File: config.mk
export PLATFORM = sky130hd
export DESIGN_NAME = mod_counter_ud_flat
export DESIGN_NICKNAME = d
export VERILOG_FILES = /design/src/rtl/clock_pkg.sv /design/src/rtl/mod_counter_ud_if.sv /design/src/rtl/bin2bcd_2dig.sv /design/src/rtl/mod_counter_ud.sv /design/src/flat_wrapper.sv
export SDC_FILE = /design/constraint.sdc
export NUM_CORES = 1
export LEC_CHECK = 0
export CAP_MARGIN = 15
export CELL_PAD_IN_SITES_DETAIL_PLACEMENT = 1
export CELL_PAD_IN_SITES_GLOBAL_PLACEMENT = 2
export CORE_ASPECT_RATIO = 0.75
export CORE_UTILIZATION = 25
export DETAILED_ROUTE_END_ITERATION = 12
export PLACE_DENSITY = 0.8
export RECOVER_POWER = 50
export SYNTH_ARGS = -nofsm -noshare
export SYNTH_HDL_FRONTEND = slang
export SYNTH_HIERARCHICAL = 1
export SYNTH_SLANG_ARGS = --single-unit
File: constraint.sdc
create_clock -name clk -period 2.1 [get_ports clk]
set_input_delay 0.21 -clock clk [delete_from_list [all_inputs] [get_ports clk]]
set_output_delay 0.21 -clock clk [all_outputs]
set_load 0.005 [all_outputs]
File: src/rtl/clock_pkg.sv
// Shared definitions for the clock-digit counter family: field moduli, the BCD
// digit type and a constant-foldable ceil(log2) used for parameter checks.
package clock_pkg;

    // Standard clock field moduli.
    localparam int unsigned SEC_MOD    = 60;
    localparam int unsigned MIN_MOD    = 60;
    localparam int unsigned HOUR24_MOD = 24;
    localparam int unsigned HOUR12_MOD = 12;

    // Largest value the two-digit BCD converter represents correctly.
    localparam int unsigned BCD_MAX = 99;

    // One decimal digit for the display decoder.
    typedef logic [3:0] bcd_digit_t;

    // Smallest n with 2**n >= value; returns 0 for value <= 1.
    function automatic int unsigned clog2(input int unsigned value);
        int unsigned result;
        longint unsigned span;
        result = 0;
        span   = 1;
        while (span < longint'(value)) begin
            span   = span << 1;
            result = result + 1;
        end
        return result;
    endfunction

endpackage

File: src/rtl/mod_counter_ud_if.sv
// Control/status bundle of one modulo-N clock field counter. The master side
// (sequencer or neighbouring field) drives the controls; the counter is the slave.
interface mod_counter_ud_if
    import clock_pkg::*;
#(
    parameter int unsigned WIDTH = 7
);

    logic             en;
    logic             load;
    logic             up;
    logic [WIDTH-1:0] data;
    logic [WIDTH-1:0] count;
    logic             rco;
    logic             borrow;
    logic             tc;
    logic             load_err;
    bcd_digit_t       tens;
    bcd_digit_t       ones;

    modport master (
        output en, load, up, data,
        input  count, rco, borrow, tc, load_err, tens, ones
    );

    modport slave (
        input  en, load, up, data,
        output count, rco, borrow, tc, load_err, tens, ones
    );

endinterface

File: src/rtl/bin2bcd_2dig.sv
// Combinational binary (0..99) to two BCD digits. Shared by the counter's
// display outputs, the display mux and the alarm compare.
module bin2bcd_2dig
    import clock_pkg::*;
(
    input  logic [6:0] bin_i,
    output bcd_digit_t tens_o,
    output bcd_digit_t ones_o
);

    // Constant divisor: synthesises to a small compare/subtract network.
    assign tens_o = 4'(bin_i / 7'd10);
    assign ones_o = 4'(bin_i % 7'd10);

endmodule

File: src/rtl/mod_counter_ud.sv
// Modulo-N up/down counter for one clock field (seconds, minutes, hours).
// Registered count and carry/borrow/load-error pulses, combinational terminal
// count for ripple-free cascading, and BCD digits for the display.
module mod_counter_ud
    import clock_pkg::*;
#(
    parameter int unsigned MODULUS = 24,
    parameter int unsigned WIDTH   = 7
) (
    input logic            clk,
    input logic            rst,
    mod_counter_ud_if.slave bus
);

    // Elaboration-time parameter checks.
    if (MODULUS < 2 || MODULUS > BCD_MAX + 1) begin : g_bad_modulus
        $error("mod_counter_ud: MODULUS %0d outside 2..100", MODULUS);
    end
    if (clog2(MODULUS) > WIDTH) begin : g_bad_width
        $error("mod_counter_ud: WIDTH %0d too small for MODULUS %0d", WIDTH, MODULUS);
    end

    // All compares and steps run one bit wider so +1 / -1 never alias.
    localparam int unsigned   WExt   = WIDTH + 1;
    localparam logic [WIDTH:0] ModExt = WExt'(MODULUS);
    localparam logic [WIDTH:0] MaxExt = WExt'(MODULUS - 1);

    logic [WIDTH-1:0] count_q, count_d;
    logic             rco_q, rco_d;
    logic             borrow_q, borrow_d;
    logic             load_err_q, load_err_d;

    logic [WIDTH:0]   count_ext;
    logic [WIDTH:0]   data_ext;
    logic [6:0]       bcd_bin;

    assign count_ext = {1'b0, count_q};
    assign data_ext  = {1'b0, bus.data};

    // Next-state: load beats count enable; pulses default low every cycle.
    always_comb begin
        count_d    = count_q;
        rco_d      = 1'b0;
        borrow_d   = 1'b0;
        load_err_d = 1'b0;

        if (bus.load) begin
            if (data_ext < ModExt) begin
                count_d = bus.data;
            end else begin
                count_d    = '0;
                load_err_d = 1'b1;
            end
        end else if (bus.en) begin
            if (bus.up) begin
                // >= also catches an out-of-range count and wraps it to 0.
                if (count_ext >= MaxExt) begin
                    count_d = '0;
                    rco_d   = 1'b1;
                end else begin
                    count_d = WIDTH'(count_ext + 1'b1);
                end
            end else begin
                // An out-of-range count wraps to the top like a zero would.
                if (count_ext == '0 || count_ext > MaxExt) begin
                    count_d  = WIDTH'(MaxExt);
                    borrow_d = 1'b1;
                end else begin
                    count_d = WIDTH'(count_ext - 1'b1);
                end
            end
        end
    end

    // State register; reset abandons any pending load or step.
    always_ff @(posedge clk or posedge rst) begin
        if (rst) begin
            count_q    <= '0;
            rco_q      <= 1'b0;
            borrow_q   <= 1'b0;
            load_err_q <= 1'b0;
        end else begin
            count_q    <= count_d;
            rco_q      <= rco_d;
            borrow_q   <= borrow_d;
            load_err_q <= load_err_d;
        end
    end

    assign bus.count    = count_q;
    assign bus.rco      = rco_q;
    assign bus.borrow   = borrow_q;
    assign bus.load_err = load_err_q;

    // Terminal count ignores en so the next field can gate with this en & tc.
    assign bus.tc = bus.up ? (count_ext == MaxExt) : (count_ext == '0);

    // Count never exceeds 99 in a legal configuration, so 7 bits suffice.
    assign bcd_bin = 7'(count_q);

    bin2bcd_2dig u_bcd (
        .bin_i  (bcd_bin),
        .tens_o (bus.tens),
        .ones_o (bus.ones)
    );

endmodule

File: src/flat_wrapper.sv
// flat-port wrapper written by rule: the top's interface ports become plain ports
module mod_counter_ud_flat import clock_pkg::*;
#(
    parameter int unsigned MODULUS = 24,
    parameter int unsigned WIDTH   = 7
)
  (clk, rst, bus_en, bus_load, bus_up, bus_data, bus_count, bus_rco, bus_borrow, bus_tc, bus_load_err, bus_tens, bus_ones);
  mod_counter_ud_if #(.WIDTH(WIDTH)) bus_i ();
  input logic clk;
  input logic rst;
  input wire logic [$bits(bus_i.en)-1:0] bus_en;
  input wire logic [$bits(bus_i.load)-1:0] bus_load;
  input wire logic [$bits(bus_i.up)-1:0] bus_up;
  input wire logic [$bits(bus_i.data)-1:0] bus_data;
  output wire logic [$bits(bus_i.count)-1:0] bus_count;
  output wire logic [$bits(bus_i.rco)-1:0] bus_rco;
  output wire logic [$bits(bus_i.borrow)-1:0] bus_borrow;
  output wire logic [$bits(bus_i.tc)-1:0] bus_tc;
  output wire logic [$bits(bus_i.load_err)-1:0] bus_load_err;
  output wire logic [$bits(bus_i.tens)-1:0] bus_tens;
  output wire logic [$bits(bus_i.ones)-1:0] bus_ones;
  assign bus_i.en = bus_en;
  assign bus_i.load = bus_load;
  assign bus_i.up = bus_up;
  assign bus_i.data = bus_data;
  assign bus_count = bus_i.count;
  assign bus_rco = bus_i.rco;
  assign bus_borrow = bus_i.borrow;
  assign bus_tc = bus_i.tc;
  assign bus_load_err = bus_i.load_err;
  assign bus_tens = bus_i.tens;
  assign bus_ones = bus_i.ones;
  mod_counter_ud #(.MODULUS(MODULUS), .WIDTH(WIDTH)) u_core (.clk(clk), .rst(rst), .bus(bus_i));
endmodule
# After elaboration in Yosys (flattened, before gate mapping)
# Cells that the tools add are included.
# W data, S select, Z words.
[totals] register_bits=10 output_inout_bits=19 word_cells=32
[op_classes] add_sub_neg=2 div_mod_pow=2 order_cmp=3 eq_ne=1 mux=17 n_reduce_logical=3
[ops] op="$mux W7" count=6
[ops] op="$mux W1" count=11
[ops] op="$logic_not A8 Y1" count=1
[ops] op="$add A7 B1 Y7 const B" count=1
[ops] op="$div A7 B4 Y7 const B" count=1
[ops] op="$eq A7 B5 Y1 const B" count=1
[ops] op="$ge A7 B5 Y1 const B" count=1
[ops] op="$gt A7 B5 Y1 const B" count=1
[ops] op="$lt A7 B5 Y1 const B" count=1
[ops] op="$mod A7 B4 Y7 const B" count=1
[ops] op="$sub A7 B1 Y7 const B" count=1
[ops] op="$reduce_bool A2 Y1" count=1
[ops] op="$logic_or A1 B1 Y1" count=1

# Depth between registers and ports, before layout
[logic_depth] ltp_word=6 depth_mapped=8 mapped_depth_nobuf=7

# Cells and area by module
# The synthesis kept the hierarchy.
[by_module_without_submodules] module="mod_counter_ud" n_inst=1 cells_each=87 area_each_um2=775.7 seq_area_each_um2=250.2
[by_module_without_submodules] module="bin2bcd_2dig" n_inst=1 cells_each=56 area_each_um2=434.2 seq_area_each_um2=0.0

# Worst setup path after synthesis
# No wires, ideal clock.
[synth_path] kind="flip-flop to output port" from="register u_core.count_q[5], in the netlist u_core/bus.count[5]" to="output port bus_ones[1]" arrival_ps=2104 path_slack_ps=-214 path_stages_with_launch=9 path_cell_list="dfrtp_1 buf_4 or3b_1 a31o_1 o211ai_2 inv_2 ha_1 or3_1 o211ai_2"
[synth_via] elab_chain_cells=1
[synth_rtl] element="start: declaration" line_no="mod_counter_ud.sv:28" rtl="logic [WIDTH-1:0] count_q, count_d;"
[synth_rtl] element="start signal: assignment" line_no="mod_counter_ud.sv:83" rtl="count_q <= count_d;"
[synth_rtl] element="$mod A7 B4 Y7" line_no="bin2bcd_2dig.sv:13" rtl="assign ones_o = 4'(bin_i % 7'd10);"
[synth_rtl] element="end: declaration" line_no="flat_wrapper.sv:21" rtl="output wire logic [$bits(bus_i.ones)-1:0] bus_ones;"
# No other way between the ends.

# Final worst setup path
[layout_path] from="register u_core.count_q[4], in the netlist u_core/bus.count[4]" to="output port bus_ones[1]"
# The elaborated chain is that of the path after synthesis.

==> reports/qor.csv <==
stage,metric,value,unit
power,Comb pwr share,74.1,%
sta,Pins Over Slew Limit,0,
route,via count,1374,
placement,Post-Place Cells,251,
worst_setup_path,crit path max-delay cell type,dfrtp_2,
sta,fmax,426,MHz
global_route,busiest grt layer,met2,
floorplanning,Core Region,4550,um2
synthesis,syn_nets,159,
power,Power Density,1110,nW/um2
placement,DP HPWL,3190,um
global_route,initial antenna violation count,0,
outcome,failing checks,negative setup slack,
worst_setup_path,R2R depth,6,
floorplanning,die width,82.3,um
cells_and_area,antenna diode count,0,
clock_tree,Clock Path Buffers,2,
cells_and_area,"most common cell after layout, fill and taps aside",buf_4,
power,Pint,1.23,mW
route,DRT Pass-1 Iters,4,
worst_setup_path,"Max FO, Critical Path",4,
global_route,met2 Track Usage GR,27.6,%
power,Clock power frac,11.5,%
clock_tree,Num Clock Sinks,10,
clock_tree,H-tree depth,1,
synthesis,"Cell Area, Synth",1210,um2
sta,final hold viol count,0,
global_route,number of global-route vias before repair,1420,
sta,Setup TNS,-0.784,ns
floorplanning,FP Rows,21,
route,vias per inst,5.22,
clock_tree,Clock transition at path regs,0.05,ns
power,Overall Power,2.12,mW
power,P_leak,0.844,nW
outcome,status,"finished, violations left",
clock_tree,"Clk Latency, worst-skew pair",0.24,ns
placement,IO Port Bufs,30,
cells_and_area,post-layout net count,223,
synthesis,Synth async-reset ratio,100,%
floorplanning,Die ar.,5120,um2
sta,Slew @ Worst Pin,0.503,ns
worst_setup_path,CP Launch Type,register,
sta,setup repair after global routing missed its margin,yes,
worst_setup_path,WS Path Type,register to primary output,
global_route,first-pass GRT wire length,7110,um
sta,final setup fails,4,
worst_setup_path,"CP delay by family, top",simple AND/OR/NAND/NOR gates,
synthesis,Post-Syn Instances,143,
power,VDD IR-drop max,546,uV
clock_tree,CTS tree,built,
route,drt wl/cell,16.1,um
worst_setup_path,CP Data Arrival Time,2.14,ns
synthesis,sequential cell area fraction in the yosys report,20.7,%
worst_setup_path,R2R Setup Slk,0.22,ns
synthesis,"flops & latches, synth",10,
cells_and_area,most frequent cells in the layout,"buf_4 (34), clkdlybuf4s50_1 (18), nand2_1 (10), nor2_1 (9), nand3_1 (9)",
worst_hold_path,Hold Crit Class,input pin to asynchronous set/reset pin,
synthesis,synthesized area per cell,8.46,um2
power,switching power,0.888,mW
global_route,GRT overflow,0,
global_route,met3 Usage GRT,2.50,%
floorplanning,Starting Density,26.6,%
sta,post-route minimum period,2.35,ns
worst_setup_path,CP bufs+invs,2,
cells_and_area,P&R area growth vs syn,58.3,%
sta,slew margin rel.,66.1,%
synthesis,Post-synth EDFFs,0,
power,sequential power share,14.4,%
synthesis,Yosys warnings,6,
cells_and_area,share of cells above drive strength 1,35.9,%
worst_setup_path,CP most frequent cell,o211ai_2,
sta,fin worst setup slack,-0.249,ns
route,initial DRC count,83,
sta,clk_skew,0.00435,ns
route,"antenna viol nets, final",0,
route,DRT Wirelength,4240,um
cells_and_area,post-route insts no fill,263,
worst_setup_path,Worst path depth,8,
global_route,met1 usage,26.1,%
power,Net Sw Frac,41.9,%
synthesis,ys flop type,dfrtp_1,
floorplanning,# IOs,31,
floorplanning,Die Height,62.2,um
placement,routability cong.,0.951,
sta,WHS,0.401,ns
worst_setup_path,critical path's largest stage delay,0.42,ns
synthesis,distinct cell type count after synthesis,62,
sta,Tcrit/Tclk final,112,%
global_route,pin count of the biggest net entering global routing,11,
route,DR DRC count,0,
global_route,overall routing resource usage,18.0,%
clock_tree,root buffer cell,clkbuf_8,
worst_setup_path,Required @ worst endpoint,1.89,ns
clock_tree,hold_buf cts,0,
flow_run,maxcap violations,0,
clock_tree,CTS Buf Count,3,
worst_setup_path,Worst setup EP type,primary output,
worst_setup_path,crit path cell chain,or3b_4 > a31o_1 > o211ai_2 > inv_2 > ha_4 > or3_4 > o211ai_2 > buf_2,
-- worst paths after layout --
path | to | start
worst max register to register | u_core/bus.count[2] | u_core/bus.count[1]
worst max-delay path | bus_ones[1] | u_core/bus.count[4]
worst min-delay path | u_core/bus.rco | rst
min in group clk | u_core/bus.count[1] | bus_data[1]
max in group asynchronous | u_core/bus.count[4] | rst
worst min register to register | u_core/bus.count[0] | u_core/bus.count[0]
-- kinds of logic after synthesis --
group           synth area share [%]
simple gates                    33.0
compound gates                  28.5
buf+inv                         8.27
flops                           20.7
xor+xnor                        2.90
fa+ha+maj                       4.14
mux                             2.48
-- layout make-up --
cell class | count | area, um2
timing repair buffer | 67 | 573
sequential | 10 | 253
multi-input combinational | 115 | 926
inverter | 10 | 37.5
clock buffer | 4 | 55.1
fill | 540 | 2630
tap | 57 | 71.3
-- routing by layer --
metal,part of all wire (%),wire length (um),vias up
li1,-,-,666
met1,50,2130,680
met2,46,1940,24
met3,3.1,132,4
met4,0.90,38,0
met5,0,0,-
-- stage by stage --
step / instance area [um2] / utilization (%) / setup slack (ns)
detailed placement: 1750 / 38.5 / -0.417
floorplan: 1230 / - / -0.0213
global placement: 1750 / 38.5 / -0.343
global route: 1920 / 42.1 / -0.332
CTS: 1830 / 40.2 / -0.297
finish: 1920 / 42.1 / -0.249
-- power groups by stage --
stage	clock network, mW	registers (mW)	logic [mW]
global route	0.260	0.313	1.72
CTS	0.249	0.298	1.51
floorplan	0	0.322	0.797
finish	0.244	0.305	1.57
global placement	0	0.298	1.46
detailed placement	0	0.302	1.50
-- flip-flops by register name (all words and copies together), names as in the netlist --
register,count
u_core/bus.load_err,1
u_core/bus.borrow,1
u_core/bus.count,7
u_core/bus.rco,1
-- cell usage after synthesis (3+ instances only) --
cell type / instances / area share, %
nor2_1: 9 / 2.8
or3_1: 3 / 1.6
xnor2_1: 3 / 2.2
dfrtp_1: 10 / 21
ha_1: 4 / 4.1
buf_6: 3 / 2.8
nand3_1: 9 / 3.7
o21ai_1: 4 / 1.7
nand2_1: 10 / 3.1
and2_1: 4 / 2.1
nand2b_1: 3 / 1.6
o21ai_0: 5 / 2.1
nand4_1: 4 / 2.1
a21oi_1: 3 / 1.2
mux2i_1: 3 / 2.5
inv_1: 8 / 2.5
-- repair_timing --
item / in CTS / in global routing
pin swaps: 6 / 6
endpoints found under the setup margin: 6 / 8
gates resized for setup: 22 / 12
buffers inserted: 3 / 5
No activity file was read; power rests on OpenSTA's default activity.
==> RTL edit: new RTL, same flow settings <==
`WIDTH` is set to 7 in 3 places; all go to 8.
--- a/src/rtl/mod_counter_ud_if.sv
+++ b/src/rtl/mod_counter_ud_if.sv
@@ -3,7 +3,7 @@
 interface mod_counter_ud_if
     import clock_pkg::*;
 #(
-    parameter int unsigned WIDTH = 7
+    parameter int unsigned WIDTH = 8
 );
 
     logic             en;
--- a/src/rtl/mod_counter_ud.sv
+++ b/src/rtl/mod_counter_ud.sv
@@ -5,7 +5,7 @@
     import clock_pkg::*;
 #(
     parameter int unsigned MODULUS = 24,
-    parameter int unsigned WIDTH   = 7
+    parameter int unsigned WIDTH   = 8
 ) (
     input logic            clk,
     input logic            rst,
--- a/src/flat_wrapper.sv
+++ b/src/flat_wrapper.sv
@@ -2,7 +2,7 @@
 module mod_counter_ud_flat import clock_pkg::*;
 #(
     parameter int unsigned MODULUS = 24,
-    parameter int unsigned WIDTH   = 7
+    parameter int unsigned WIDTH   = 8
 )
   (clk, rst, bus_en, bus_load, bus_up, bus_data, bus_count, bus_rco, bus_borrow, bus_tc, bus_load_err, bus_tens, bus_ones);
   mod_counter_ud_if #(.WIDTH(WIDTH)) bus_i ();
Interface: changed (resized bus_count and bus_data); port bits go from 31 to 33. No check against the original RTL was run, so the function may have changed too.
==> RTL edit against the unedited design <==
Clock power decreased by 9.0%. Sequential cell count increased by 1. Cell count is 1.1% higher. Synthesized area rose by 3.1%. Setup slack lost 0.0054 ns. Routed wire length up 4.3%. Total power is 3.2% lower. The run still ends with setup timing left. Sequential power decreased by 2%. First-iteration DRC count shrank 55%. Design area increased by 1.1%. Register-to-register slack got worse by 0.08 ns. Largest power group unchanged. Critical endpoint unchanged.
==> RTL edit: results (changes against the unedited design) <==
outcome=complete, but fails checks; violations in the final reports=setup timing; dpl hpwl=3330 um (+4.2%); Adder-Cell Fraction of Synth Area=4.01% (-0.12 points); number of distinct library cells after synthesis=58 (-6.5%); Worst setup startpoint=u_core/bus.count[5]; all-layer global routing usage=17.1% (-0.89 points); share of synthesized area spent on multiplexers=1.60% (-0.88 points); Post-Syn Nets=169 (+6.3%); global routing usage on met2=31.1% (+3.5 points); Met2 Routed Length=2280 um (+17%); xor/xnor share of the synthesized area=2.11% (-0.79 points); Total Nets Final=227 (+1.8%); met3 wire length=105 um (-20%); port bufs=32 (+6.7%); portion of the post-synthesis area used by sequential elements=22.1% (+1.4 points); routed wire length=4420 um (+4.3%); total number of vias=1,403 (+2.1%); min setup slack post-route=-0.254 ns (-0.00543 ns); met3 track demand over resource in global routing=3.01% (+0.51 points); dpl ws=-0.423 ns (-0.00586 ns); # setup viols final=4 (unchanged); fraction of final layout cells sized beyond drive strength 1=30.6% (-5.3 points); total routed wire length on the met1 layer=2020 um (-5.2%); met1 capacity usage during global routing=21.3% (-4.9 points); leakage component of the power=0.000856 uW (+1.4%); number of global-route vias before repair=1,484 (+4.5%); first-pass GRT wire length=7290 um (+2.6%); Max VDD drop=476 uV (-13%); fill cell total of the finished layout=561 (+3.9%); number of DRC markers after the initial detailed-route iteration=37 (-55%); leading post-synthesis cells by cell area=dfrtp_1, nand2_1, ha_1; worst slew margin relative to its limit=64.0% (-2.1 points)
[RTL edit: logic make-up after synthesis]
family,Yosys count
flip-flops,11
AO/OA/AOI/OAI,53
adder cells (fa/ha/maj),4
XOR/XNOR,3
buffers and inverters,21
multiplexers,2
AND/OR/NAND/NOR,58
[RTL edit: worst max-delay path by stage]
stage,endpoint,slack [ns],cells after the start
6_report,bus_ones[1],-0.25,8
5_1_grt,bus_ones[1],-0.31,8
4_1_cts,bus_ones[1],-0.25,8
3_5_place_dp,bus_ones[1],-0.42,8
3_3_place_gp,bus_ones[1],-0.33,8
2_1_floorplan,bus_ones[1],0.03,8
[RTL edit: timing repair]
item / CTS / global route
pin swaps: 6 / 2
endpoints found under the hold margin: 0 / 0
resized for setup: 27 / 5
endpoints found under the setup margin: 7 / 7
hold buffers: 0 / 0
setup buffers: 4 / 2
[RTL edit: cell type report]
cell class | count | area, um^2 | share of cell area, %
Timing Repair Buffer | 64 | 558 | 28.8
Multi-Input combinational cell | 120 | 947 | 48.9
Inverter | 10 | 37.5 | 1.94
Sequential cell | 11 | 278 | 14.3
Tap cell | 57 | 71.3 | 3.68
Clock buffer | 4 | 45.0 | 2.33
[RTL edit: stage by stage]
step | hold WS [ns] | cells | TNS (ns) | util (%) | area [um^2]
2_1_floorplan | 0.0623 | 152 | 0 | - | 1270
3_3_place_gp | 0.534 | 257 | -0.934 | 39.1 | 1810
3_5_place_dp | 0.551 | 257 | -1.21 | 39.1 | 1810
4_1_cts | 0.282 | 264 | -0.692 | 41.0 | 1890
5_1_grt | 0.459 | 266 | -1.01 | 41.9 | 1940
6_report | 0.410 | 266 | -0.714 | 41.9 | 1940
[RTL edit: report_power, final]
group | internal, uW | switching [uW]
registers | 254 | 44.8
logic | 779 | 751
clock network | 134 | 88.2
total | 1170 | 884
